[src/rtl/csa_accum_pkg.sv]
// Shared types and sizing helpers for the carry-save accumulator sequencer.
package csa_accum_pkg;

  typedef enum logic [1:0] {
    IDLE    = 2'd0,
    ACCUM   = 2'd1,
    RESOLVE = 2'd2,
    DONE    = 2'd3
  } state_e;

  // Number of CHUNK-wide slices needed to cover an ACC_W-wide value.
  function automatic int nch(input int acc_w, input int chunk);
    return (acc_w + chunk - 1) / chunk;
  endfunction

  localparam int NCH    = nch(24, 8);
  localparam int CIDX_W = (NCH > 1) ? $clog2(NCH) : 1;

endpackage

[src/rtl/csa_3to2_gen.sv]
// Bitwise 3:2 compressor: sum and majority (unshifted carry) per bit.
module csa_3to2_gen #(
  parameter int W = 24
) (
  input  logic [W-1:0] a_i,
  input  logic [W-1:0] b_i,
  input  logic [W-1:0] c_i,
  output logic [W-1:0] sum_o,
  output logic [W-1:0] cout_o
);

  assign sum_o  = a_i ^ b_i ^ c_i;
  assign cout_o = (a_i & b_i) | (a_i & c_i) | (b_i & c_i);

endmodule

[src/rtl/csa_accum_seq.sv]
// Multi-operand accumulator: redundant (S, C) running total, chunked
// carry-propagate resolve on the last beat, valid/ready result port.
module csa_accum_seq
  import csa_accum_pkg::*;
#(
  parameter int IN_W  = 16,
  parameter int ACC_W = 24,
  parameter int CHUNK = 8,
  parameter int CNT_W = 16
) (
  input  logic             clk,
  input  logic             rst_n,
  input  logic             clr,
  input  logic             in_valid,
  output logic             in_ready,
  input  logic [IN_W-1:0]  in_data,
  input  logic             in_last,
  output logic             out_valid,
  input  logic             out_ready,
  output logic [ACC_W-1:0] out_sum,
  output logic [CNT_W-1:0] out_cnt
);

  localparam int NCH_L    = nch(ACC_W, CHUNK);
  localparam int PAD_W    = NCH_L * CHUNK;
  localparam int CIDX_W_L = (NCH_L > 1) ? $clog2(NCH_L) : 1;
  localparam int BASE_W   = (PAD_W > 1) ? $clog2(PAD_W) : 1;
  localparam logic [CIDX_W_L-1:0] LAST_IDX = CIDX_W_L'(NCH_L - 1);
  localparam logic [CNT_W-1:0]    CNT_MAX  = {CNT_W{1'b1}};

  state_e                state_q;
  logic [ACC_W-1:0]      s_q;
  logic [ACC_W-1:0]      c_q;
  logic [PAD_W-1:0]      r_q;
  logic [CIDX_W_L-1:0]   cidx_q;
  logic                  carry_q;
  logic [CNT_W-1:0]      cnt_q;
  logic                  out_valid_q;

  logic [ACC_W-1:0]      x_s;
  logic [ACC_W-1:0]      csa_sum_s;
  logic [ACC_W-1:0]      csa_maj_s;
  logic                  accept_s;
  logic [PAD_W-1:0]      s_pad_s;
  logic [PAD_W-1:0]      c_pad_s;
  logic [BASE_W-1:0]     base_s;
  logic [CHUNK:0]        chunk_sum_s;

  assign x_s = ACC_W'(in_data);

  csa_3to2_gen #(.W(ACC_W)) u_csa (
    .a_i    (s_q),
    .b_i    (c_q),
    .c_i    (x_s),
    .sum_o  (csa_sum_s),
    .cout_o (csa_maj_s)
  );

  // clr and reset must block a same-cycle beat, so readiness is gated by them directly.
  assign in_ready = rst_n & ~clr & ((state_q == IDLE) | (state_q == ACCUM));
  assign accept_s = in_valid & in_ready;

  assign s_pad_s     = PAD_W'(s_q);
  assign c_pad_s     = PAD_W'(c_q);
  assign base_s      = BASE_W'(cidx_q) * BASE_W'(CHUNK);
  assign chunk_sum_s = {1'b0, s_pad_s[base_s +: CHUNK]} + {1'b0, c_pad_s[base_s +: CHUNK]}
                     + {{CHUNK{1'b0}}, carry_q};

  always_ff @(posedge clk) begin
    if (!rst_n) begin
      state_q     <= IDLE;
      s_q         <= '0;
      c_q         <= '0;
      r_q         <= '0;
      cidx_q      <= '0;
      carry_q     <= 1'b0;
      cnt_q       <= '0;
      out_valid_q <= 1'b0;
    end else if (clr) begin
      state_q     <= IDLE;
      s_q         <= '0;
      c_q         <= '0;
      cidx_q      <= '0;
      carry_q     <= 1'b0;
      cnt_q       <= '0;
      out_valid_q <= 1'b0;
    end else begin
      case (state_q)
        IDLE: begin
          if (accept_s) begin
            s_q     <= x_s;
            c_q     <= '0;
            cnt_q   <= CNT_W'(1);
            cidx_q  <= '0;
            carry_q <= 1'b0;
            state_q <= in_last ? RESOLVE : ACCUM;
          end
        end
        ACCUM: begin
          if (accept_s) begin
            s_q     <= csa_sum_s;
            c_q     <= {csa_maj_s[ACC_W-2:0], 1'b0};
            cnt_q   <= (cnt_q == CNT_MAX) ? cnt_q : cnt_q + CNT_W'(1);
            state_q <= in_last ? RESOLVE : ACCUM;
          end
        end
        RESOLVE: begin
          // Carry out of the top chunk is dropped: the total is modulo 2^ACC_W.
          r_q[base_s +: CHUNK] <= chunk_sum_s[CHUNK-1:0];
          if (cidx_q == LAST_IDX) begin
            cidx_q      <= '0;
            carry_q     <= 1'b0;
            out_valid_q <= 1'b1;
            state_q     <= DONE;
          end else begin
            cidx_q  <= cidx_q + CIDX_W_L'(1);
            carry_q <= chunk_sum_s[CHUNK];
          end
        end
        DONE: begin
          if (out_ready) begin
            out_valid_q <= 1'b0;
            s_q         <= '0;
            c_q         <= '0;
            cnt_q       <= '0;
            state_q     <= IDLE;
          end
        end
        default: begin
          state_q     <= IDLE;
          out_valid_q <= 1'b0;
        end
      endcase
    end
  end

  assign out_valid = out_valid_q;
  assign out_sum   = r_q[ACC_W-1:0];
  assign out_cnt   = cnt_q;

endmodule
[config.mk]
export PLATFORM = sky130hd
export DESIGN_NAME = csa_accum_seq
export DESIGN_NICKNAME = d
export VERILOG_FILES = /design/src/rtl/csa_accum_pkg.sv /design/src/rtl/csa_3to2_gen.sv /design/src/rtl/csa_accum_seq.sv
export SDC_FILE = /design/constraint.sdc
export NUM_CORES = 1
export LEC_CHECK = 0
export ABC_CLOCK_PERIOD_IN_PS = 3100
export CAP_MARGIN = 15
export CORE_UTILIZATION = 50
export DETAILED_ROUTE_END_ITERATION = 8
export PLACE_DENSITY = 0.78
export SYNTH_ARGS = -nofsm -noshare
export SYNTH_HDL_FRONTEND = slang
export SYNTH_HIERARCHICAL = 1
export SYNTH_SLANG_ARGS = --single-unit
export TNS_END_PERCENT = 30
[constraint.sdc]
create_clock -name clk -period 3.1 [get_ports clk]
set_input_delay 0.465 -clock clk [delete_from_list [all_inputs] [get_ports clk]]
set_output_delay 0.465 -clock clk [all_outputs]
set_load 0.05 [all_outputs]
==> results by group, run 1 <==
Logic synthesis
  – Synth Register Bits: 93
  – Post-synth top flop: dfxtp_1
  – Post-synthesis instance area: 0.00494 sq mm
  – Yosys warnings: 6
  – Post-synth top area share: 0.377
  – Yosys top cell by area: dfxtp_1
  – Synth top area cells: dfxtp_1, fa_1, a22oi_1
  – Post-Synthesis Cells: 536
  – Register area share after synthesis: 0.377
  – Post-synthesis cell type count: 54
  – Post-synth ARST share: 0
  – Avg Inst Size Synth: 9.22 sq um
  – Number of flops mapped to enable cells by yosys: 0

Power and ir drop
  – LEAKAGE: 2.10 nW
  – Maximum VDD drop: 240 uV
  – Power, Total: 0.00216 W
  – P per Cell Area: 364 mW/mm^2

STA
  – Period utilization: 0.952
  – Worst-case clock skew: 0.0100 ns
  – Worst slew pin tran: 0.830 ns
  – RSZ-0062 raised after global routing: no
  – Fin Hold WS: 0.490 ns
  – Period minus WS final: 2.95 ns
  – Worst rel slew slack: 0.442
  – Max Fclk: 339 MHz
  – Final hold violation count: 0
  – Max Slew Vio Count: 0
  – PnR worst setup slack: 0.148 ns
  – Setup-failing EPs final: 0
  – Post-route setup TNS: 0 ns

Die
  – Die span in y: 101 um
  – Core Rows: 35
  – Die Wd: 101 um
  – CORE AREA: 0.00942 sq mm
  – Initial Util: 0.525
  – Die Area: 0.0103 sq mm
  – Count of boundary I/O pins: 64

CTS
  – Worst skew pair latency: 0.36 ns
  – Setup Buffers After CTS: 0
  – Clk buf depth: 2
  – CTS Hold Bufs: 0
  – Clock sink count: 93
  – Clock transition at the registers of the reported paths: 0.09 ns
  – Post-CTS Resized: 0
  – CTS tree: done
  – Max H-tree Level: 3
  – CTS root buffer: clkbuf_8
  – TritonCTS buffer count: 9

Cells and area
  – # fillers: 783
  – Fin util: 0.630
  – Final Net Count: 658
  – Fraction of layout cells with a size suffix above 1: 0.0698
  – Antenna Diode Count: 0
  – Area Overhead vs Synth: 20.1%

Global routing
  – GR peak layer: met2
  – Largest net degree at the start of global routing: 53
  – Global route overflow: 0
  – Met3 GRT Util: 0.0352
  – Met1 global-route usage: 0.326
  – Grt met2 use: 0.410
  – Global-route wire length before repair: 19900 um
  – Tot GR Track Use: 0.248
  – Initial antenna violation count: 0
  – Vias in the first global route: 4113

Worst setup path
  – CP Launch Type: register
  – Crit-path slowest cell: o21ai_0
  – Critical path fanouts, max: 13
  – Crit path cell chain: buf_4 > mux2i_1 > o21ai_0 > ha_1 > a2111o_1 > o21ai_0 > nand4_1 > o311ai_0
  – FF-to-FF setup slack: 0.15 ns
  – CP arrival: 3.19 ns
  – FF-to-FF End: out_sum[15]
  – WP data required: 3.34 ns
  – Worst setup path class: register to register
  – CP peak stage delay: 0.57 ns
  – Path depth of the worst reg2reg path: 8
  – Critical Path End Type: register
  – Setup crit start: cidx_q[1]
  – Cell mode on critical path: o21ai_0
  – R2R Path Start: cidx_q[1]

Routing
  – DR vias: 4291
  – Drt drc: 0
  – DRT Wirelength: 12000 um
  – Pre-antenna DRT Iters: 5
  – Vias per cell: 5.87
  – Routed length per instance: 16.5 um
  – Antenna violation net count after detailed routing: 0
  – Initial drt markers: 208

Placed design
  – PortBufs: 63
  – Dpl ws: 0.282 ns
  – HPWL Detailed: 8560 um
  – Placer Congestion: 0.841

Status
  – Status: complete, no violations

Hold path
  – Hold EP: out_sum[14]
  – Worst hold path depth: 2
  – Hold path start: out_sum[14]
  – Worst hold-check path type: register to register

Run
  – # Max-Cap Violations: 0
-- registers in the layout, summed over array words and instances (netlist names) --
name       count
s_pad_s       24
out_valid      1
out_sum       24
out_cnt       16
c_pad_s       23
carry_q        1
state_q        2
cidx_q         2
-- kinds of logic after synthesis --
kind of cell	synth area share
AND/OR/NAND/NOR	0.207
AO/OA/AOI/OAI	0.190
flip-flops	0.377
buffers and inverters	0.0352
adder cells (fa/ha/maj)	0.138
multiplexers	0.0324
XOR/XNOR	0.0195
other	0.000759
-- synth_stat cells, drive strengths merged (2+ instances only) --
cell and number:
inv 7, or4 4, xor2 8, o31ai 7, fa 26, o21ai 30, nand3b 5, nand4 7
o2111ai 2, a21oi 10, a211oi 6, nand2b 6, or3 3, buf 9, nor2b 8, nor3 19
o211ai 6, o21a 3, nor2 75, nand3 14, and3 8, and2 12, ha 13, o311ai 6
a22oi 39, xnor2 3, and2b 2, a221oi 16, dfxtp 93, clkbuf 23, a31o 3, nand2 36
mux2i 16
-- where the power goes --
group	leakage, nW	internal [W]	switching [W]
Sequential	0.750	0.00120	0.0000109
Clock	0.0994	0.000357	0.000416
Combinational	1.25	0.0000700	0.000103
Total	2.10	0.00163	0.000530
-- worst max path at each step --
stage,end,slack (ns),cells after the start
2_1_floorplan,out_sum[14],0.01,11
5_1_grt,out_sum[14],0.01,9
6_report,out_sum[15],0.15,8
3_5_place_dp,out_sum[15],0.28,8
3_3_place_gp,out_sum[6],0.44,9
4_1_cts,out_sum[15],0.18,8
-- stage by stage --
| step | instance area [sq um] | instances |
|---|---|---|
| finish | 5930 | 731 |
| CTS | 5910 | 730 |
| floorplan | 4970 | 544 |
| detailed placement | 5720 | 714 |
| global route | 5930 | 731 |
| global placement | 5720 | 714 |
-- per-layer routing --
layer  up-vias  wire (um)
li1       2048          -
met1      2058       5340
met2       157       5800
met3        28        607
met4         0        277
met5         -          0
-- worst max-delay path, delay by kind of cell, from the launching register on --
family / cells / cell delay (ns)
compound gates: 4 / 1.23
fa+ha+maj: 1 / 0.37
buf+inv: 1 / 0.31
flops: 1 / 0.51
mux: 1 / 0.22
simple gates: 1 / 0.19
-- cell type report --
| class | instances | area (sq um) | area share |
|---|---|---|---|
| Multi-Input combinational cell | 411 | 2940 | 0.495 |
| Sequential cell | 93 | 1860 | 0.314 |
| Timing Repair Buffer | 74 | 753 | 0.127 |
| Clock buffer | 13 | 169 | 0.0285 |
| Tap cell | 129 | 161 | 0.0272 |
| Inverter | 8 | 30.0 | 0.00506 |
| Clock inverter | 3 | 18.8 | 0.00316 |
-- layout by cell type, fill, tap and decap left out, types with 12 or more instances in the layout --
cell type | synthesis | layout
clkbuf_8 | 0 | 12
mux2i_1 | 16 | 16
nand3_1 | 14 | 14
nor2_1 | 75 | 75
fa_1 | 26 | 26
a22oi_1 | 39 | 39
nor3_1 | 19 | 19
nand2_1 | 36 | 36
a221oi_1 | 16 | 16
clkdlybuf4s50_1 | 0 | 62
ha_1 | 13 | 13
o21ai_0 | 29 | 29
dfxtp_1 | 93 | 93
and2_1 | 12 | 12
No activity file was read; power rests on OpenSTA's default activity.
==> inputs of run 2 (changes only) <==
- CORE_UTILIZATION: 50 -> 57
- DONT_BUFFER_PORTS: not set -> 1
- PLACE_DENSITY: 0.78 -> 0.77
==> results by group, run 2 (synthesis results as in run 1) <==
CTS
  – CTS tree: done
  – Clk buf depth: 2 (unchanged)
  – CTS root buffer: clkbuf_8
  – Max H-tree Level: 3 (unchanged)
  – CTS Hold Bufs: 0 (unchanged)
  – Clock sink count: 93 (unchanged)
  – Clock transition at the registers of the reported paths: 0.09 ns (about the same)
  – TritonCTS buffer count: 9 (unchanged)
  – Worst skew pair latency: 0.36 ns (about the same)
  – Setup Buffers After CTS: 0 (unchanged)
  – Post-CTS Resized: 0 (unchanged)

Worst setup path
  – Critical Path End Type: register
  – Crit path cell chain: buf_4 > mux2i_1 > o21ai_0 > ha_1 > o31ai_1 > a21boi_0 > a22oi_1 > nor2b_1
  – Critical path fanouts, max: 11 (-2)
  – CP peak stage delay: 0.59 ns (+0.02 ns)
  – Crit path max-delay family: compound AO/OA/AOI/OAI gates
  – Buffers plus inverters on the worst setup path: 1 (unchanged)
  – CP Launch Type: register
  – FF-to-FF setup slack: 0.19 ns (+0.04 ns)
  – Crit-path slowest cell: dfxtp_1
  – WP data required: 3.39 ns (+0.05 ns)
  – CP arrival: 3.20 ns (about the same)
  – Worst setup path class: register to register

Routing
  – Antenna violation net count after detailed routing: 0 (unchanged)
  – DRT Wirelength: 11700 um (-3.0%)
  – Drt drc: 0 (unchanged)
  – Vias per cell: 6.20 (+5.6%)
  – Initial drt markers: 193 (-7.2%)
  – Pre-antenna DRT Iters: 5 (unchanged)
  – DR vias: 4036 (-5.9%)
  – Routed length per instance: 17.9 um (+8.9%)

STA
  – Post-route setup TNS: 0 ns (unchanged)
  – RSZ-0062 raised after global routing: no
  – Worst slew pin tran: 0.882 ns (+0.0511 ns)
  – PnR worst setup slack: 0.189 ns (+0.0406 ns)
  – Max Fclk: 344 MHz (+1.4%)
  – Period minus WS final: 2.91 ns (-0.0406 ns)
  – Setup-failing EPs final: 0 (unchanged)
  – Final hold violation count: 0 (unchanged)
  – Worst-case clock skew: 0.0152 ns (+0.00517 ns)
  – Max Slew Vio Count: 0 (unchanged)
  – Period utilization: 0.939 (-0.0131)
  – Fin Hold WS: 0.228 ns (-0.262 ns)
  – Worst rel slew slack: 0.404 (-0.0376)

Placed design
  – PortBufs: 0 (-100%)
  – HPWL Detailed: 8220 um (-4.0%)
  – Dpl ws: 0.347 ns (+0.0652 ns)
  – DP Cell Count: 635 (-11%)
  – Placer Congestion: 0.792 (-5.7%)

Global routing
  – Vias in the first global route: 3978 (-3.3%)
  – Global-route wire length before repair: 19300 um (-3.0%)
  – GR peak layer: met2
  – Global route overflow: 0 (unchanged)
  – Tot GR Track Use: 0.275 (+0.0276)
  – Initial antenna violation count: 0 (unchanged)
  – Met1 global-route usage: 0.354 (+0.0280)
  – Largest net degree at the start of global routing: 53 (unchanged)
  – Grt met2 use: 0.454 (+0.0438)
  – Met3 GRT Util: 0.0510 (+0.0158)

Status
  – Status: complete, no violations

Cells and area
  – Finished Layout Cells: 651 (-11%)
  – Area Overhead vs Synth: 7.37%
  – Most frequent cells in the layout: dfxtp_1, nor2_1, a22oi_1, nand2_1, o21ai_0
  – # fillers: 703 (-10%)
  – Fraction of layout cells with a size suffix above 1: 0.0861 (+0.0163)
  – Final Net Count: 603 (-8.4%)
  – Antenna Diode Count: 0 (unchanged)
  – Commonest non-fill, non-tap cell in the layout: dfxtp_1

Die
  – Die span in y: 95.1 um (-6.2%)
  – Die Area: 0.00905 sq mm (-12%)
  – Core Rows: 33 (-5.7%)
  – Count of boundary I/O pins: 64 (unchanged)
  – Initial Util: 0.596 (+0.0706)
  – CORE AREA: 0.00830 sq mm (-12%)
  – Die Wd: 95.1 um (-6.2%)

Power and ir drop
  – Maximum VDD drop: 332 uV (+38%)
  – P per Cell Area: 400 mW/mm^2 (+9.8%)
  – LEAKAGE: 1.90 nW (-9.8%)

Hold path
  – Worst hold-check path type: input pin to register

Run
  – # Max-Cap Violations: 0 (unchanged)
[run 2: cell count changes in the layout (fill, tap and decap cells not counted), sizes merged]
cell	delta
clkdlybuf4s50	-62
bufinv	+1
clkinv	-2
buf	+8
clkbuf	-3
clkinvlp	+2
[run 2: final timing paths]
path / start / to / cells past startpoint
worst max register to register: cidx_q[1] / out_sum[4] / 8
worst min-delay path: rst_n / out_sum[0] / 1
worst min register to register: carry_q / carry_q / 2
worst max-delay path: cidx_q[1] / out_sum[4] / 8
[run 2: per-stage QoR]
stage	area, sq um	utilization	total power, W
4_1_cts	5280	0.636	0.00213
2_1_floorplan	4970	-	0.00134
6_report	5310	0.639	0.00212
3_5_place_dp	5100	0.614	0.00136
3_3_place_gp	5100	0.614	0.00136
5_1_grt	5310	0.639	0.00220
[run 2: area by class of cell]
| cell class | count | area, sq um | share of cell area |
|---|---|---|---|
| clock buffers | 11 | 131 | 0.0248 |
| clock inverters | 4 | 50.0 | 0.00943 |
| inverters | 8 | 30.0 | 0.00566 |
| multi-input cells | 411 | 2940 | 0.554 |
| flip-flops and latches | 93 | 1860 | 0.351 |
| well taps | 105 | 131 | 0.0248 |
| repair buffers | 19 | 163 | 0.0307 |
[run 2: routing by layer]
layer  up-vias  routed length, um  share of wire
li1       1949                  -              -
met1      1959               5140           0.44
met2       106               5650           0.48
met3        22                595          0.051
met4         0                279          0.024
met5         -                  0              0
[run 2: report_power, final]
| part | leakage (nW) | internal, W | switching (W) |
|---|---|---|---|
| combinational | 1.06 | 0.0000421 | 0.0000840 |
| clock | 0.0854 | 0.000368 | 0.000414 |
| sequential | 0.750 | 0.00120 | 0.0000102 |
==> inputs of run 3 (changes only) <==
- ABC_CLOCK_PERIOD_IN_PS: 3100 -> not set
- CORE_MARGIN: not set -> 5
==> results by group, run 3 (synthesis results as in run 1) <==
Power and ir drop
  – Comb power frac: 0.058 (-0.002)
  – Maximum VDD drop: 274 uV (-17%)
  – Switching power: 0.000542 W (+6.6%)
  – LEAKAGE: 1.91 nW (+0.89%)
  – P per Cell Area: 409 mW/mm^2 (+2.5%)
  – Sw Share: 0.248 (+0.00808)
  – Pint: 0.00164 W (+2.0%)
  – Flop pwr share: 0.554 (-0.017)
  – Proportion of power drawn by the clock network: 0.388 (+0.019)

STA
  – RSZ-0062 raised after global routing: no
  – Post-route setup TNS: 0 ns (unchanged)
  – Worst slew pin tran: 0.865 ns (-0.0169 ns)
  – Worst rel slew slack: 0.415 (+0.0114)
  – Worst-case clock skew: 0.0115 ns (-0.00372 ns)
  – Final hold violation count: 0 (unchanged)
  – Period utilization: 0.864 (-0.0747)
  – Setup-failing EPs final: 0 (unchanged)
  – Max Fclk: 373 MHz (+8.6%)
  – Max Slew Vio Count: 0 (unchanged)
  – Period minus WS final: 2.68 ns (-0.232 ns)

Placed design
  – DP Cell Count: 640 (+0.79%)
  – Placer Congestion: 0.866 (+9.3%)
  – PortBufs: 0 (unchanged)
  – HPWL Detailed: 8540 um (+3.9%)

CTS
  – CTS tree: done
  – Max H-tree Level: 3 (unchanged)
  – Clock transition at the registers of the reported paths: 0.10 ns (about the same)
  – CTS root buffer: clkbuf_8
  – Clk buf depth: 2 (unchanged)
  – CTS Hold Bufs: 0 (unchanged)
  – TritonCTS buffer count: 9 (unchanged)
  – Post-CTS Resized: 0 (unchanged)
  – Clock sink count: 93 (unchanged)
  – Worst skew pair latency: 0.36 ns (about the same)
  – Setup Buffers After CTS: 0 (unchanged)

Cells and area
  – Area Overhead vs Synth: 8.03%
  – Finished Layout Cells: 657 (+0.92%)
  – # fillers: 742 (+5.5%)
  – Most frequent cells in the layout: dfxtp_1, nor2_1, a22oi_1, nand2_1, o21ai_0
  – Fin util: 0.621 (-0.0181)
  – Commonest non-fill, non-tap cell in the layout: dfxtp_1
  – Final Net Count: 605 (+0.33%)
  – Fraction of layout cells with a size suffix above 1: 0.0947 (+0.00864)
  – Register area: 0.00186 sq mm (unchanged)
  – Multi-input logic area: 0.00294 sq mm (unchanged)
  – Antenna Diode Count: 0 (unchanged)

Routing
  – Antenna violation net count after detailed routing: 0 (unchanged)
  – DRT Wirelength: 11800 um (+1.6%)
  – Routed length per instance: 18.0 um (+0.62%)
  – Drt drc: 0 (unchanged)
  – Initial drt markers: 224 (+16%)
  – Vias per cell: 6.23 (+0.56%)
  – DR vias: 4096 (+1.5%)
  – Pre-antenna DRT Iters: 5 (unchanged)

Worst setup path
  – R2R Path Start: cidx_q[1]
  – CP arrival: 2.99 ns (-0.21 ns)
  – CP Launch Type: register
  – Critical path fanouts, max: 13 (+2)
  – Critical Path End Type: register
  – WP data required: 3.41 ns (+0.02 ns)
  – Setup crit start: cidx_q[1]
  – Worst setup path class: register to register

Die
  – Die Area: 0.0106 sq mm (+18%)
  – Initial Util: 0.575 (-0.0204)
  – Core Rows: 34 (+3.0%)
  – Count of boundary I/O pins: 64 (unchanged)
  – Die Wd: 103 um (+8.4%)
  – CORE AREA: 0.00859 sq mm (+3.5%)
  – Die span in y: 103 um (+8.4%)

Global routing
  – Global route overflow: 0 (unchanged)
  – Largest net degree at the start of global routing: 53 (unchanged)
  – Tot GR Track Use: 0.233 (-0.0423)
  – Vias in the first global route: 3886 (-2.3%)
  – Initial antenna violation count: 0 (unchanged)
  – Global-route wire length before repair: 19500 um (+1.3%)

Run
  – # Max-Cap Violations: 0 (unchanged)

Hold path
  – Hold path start: rst_n
  – Worst hold-check path type: input pin to register

Status
  – Status: complete, no violations
==> run 3: power by group through the flow <==
stage / clock network (W) / logic, W / registers [W]
after floorplan: 0 / 0.0000976 / 0.00124
after global placement: 0 / 0.000119 / 0.00124
after detailed placement: 0 / 0.000124 / 0.00124
after CTS: 0.000855 / 0.000125 / 0.00121
after global routing: 0.000920 / 0.000140 / 0.00121
final: 0.000848 / 0.000126 / 0.00121
==> run 3: per-stage QoR <==
stage               worst slack, ns  cell area (sq um)  hold slack [ns]  power (W)
floorplan                    0.0106               4970            0.460    0.00134
global placement              0.592               5120            0.482    0.00136
detailed placement            0.426               5120            0.483    0.00136
CTS                           0.403               5320            0.215    0.00219
global route                  0.121               5340            0.203    0.00227
finish                        0.420               5340            0.224    0.00219
==> run 3: final cells by class <==
type	count	share of cell area
Clock buffer	10	0.0258
Clock inverter	6	0.0131
Inverter	8	0.00562
Multi-Input combinational cell	411	0.551
Sequential cell	93	0.349
Tap cell	108	0.0253
Timing Repair Buffer	21	0.0309
==> run 3: worst max-delay path, stage by stage (launching register included) <==
cell	delay (ns)
dfxtp_1	0.34
buf_4	0.24
mux2i_1	0.22
nor2_1	0.06
a21oi_1	0.17
fa_1	0.24
fa_1	0.22
nor2b_1	0.07
o31ai_1	0.40
a21boi_0	0.42
a22oi_1	0.12
nor2b_1	0.14
==> run 3: routing by layer <==
metal / track usage / vias to the layer above / wire length (um)
li1: - / 1950 / -
met1: 0.298 / 1992 / 4940
met2: 0.399 / 141 / 5880
met4: 0.0528 / 0 / 142
met3: 0.0562 / 13 / 886
met5: 0 / - / 0
==> run 3: worst paths after layout <==
kind,end,slack [ns],cells past startpoint
worst max-delay path,out_sum[4],0.42,11
worst min-delay path,out_sum[11],0.22,1
worst max register to register,out_sum[4],0.42,11
worst min register to register,carry_q,0.52,2
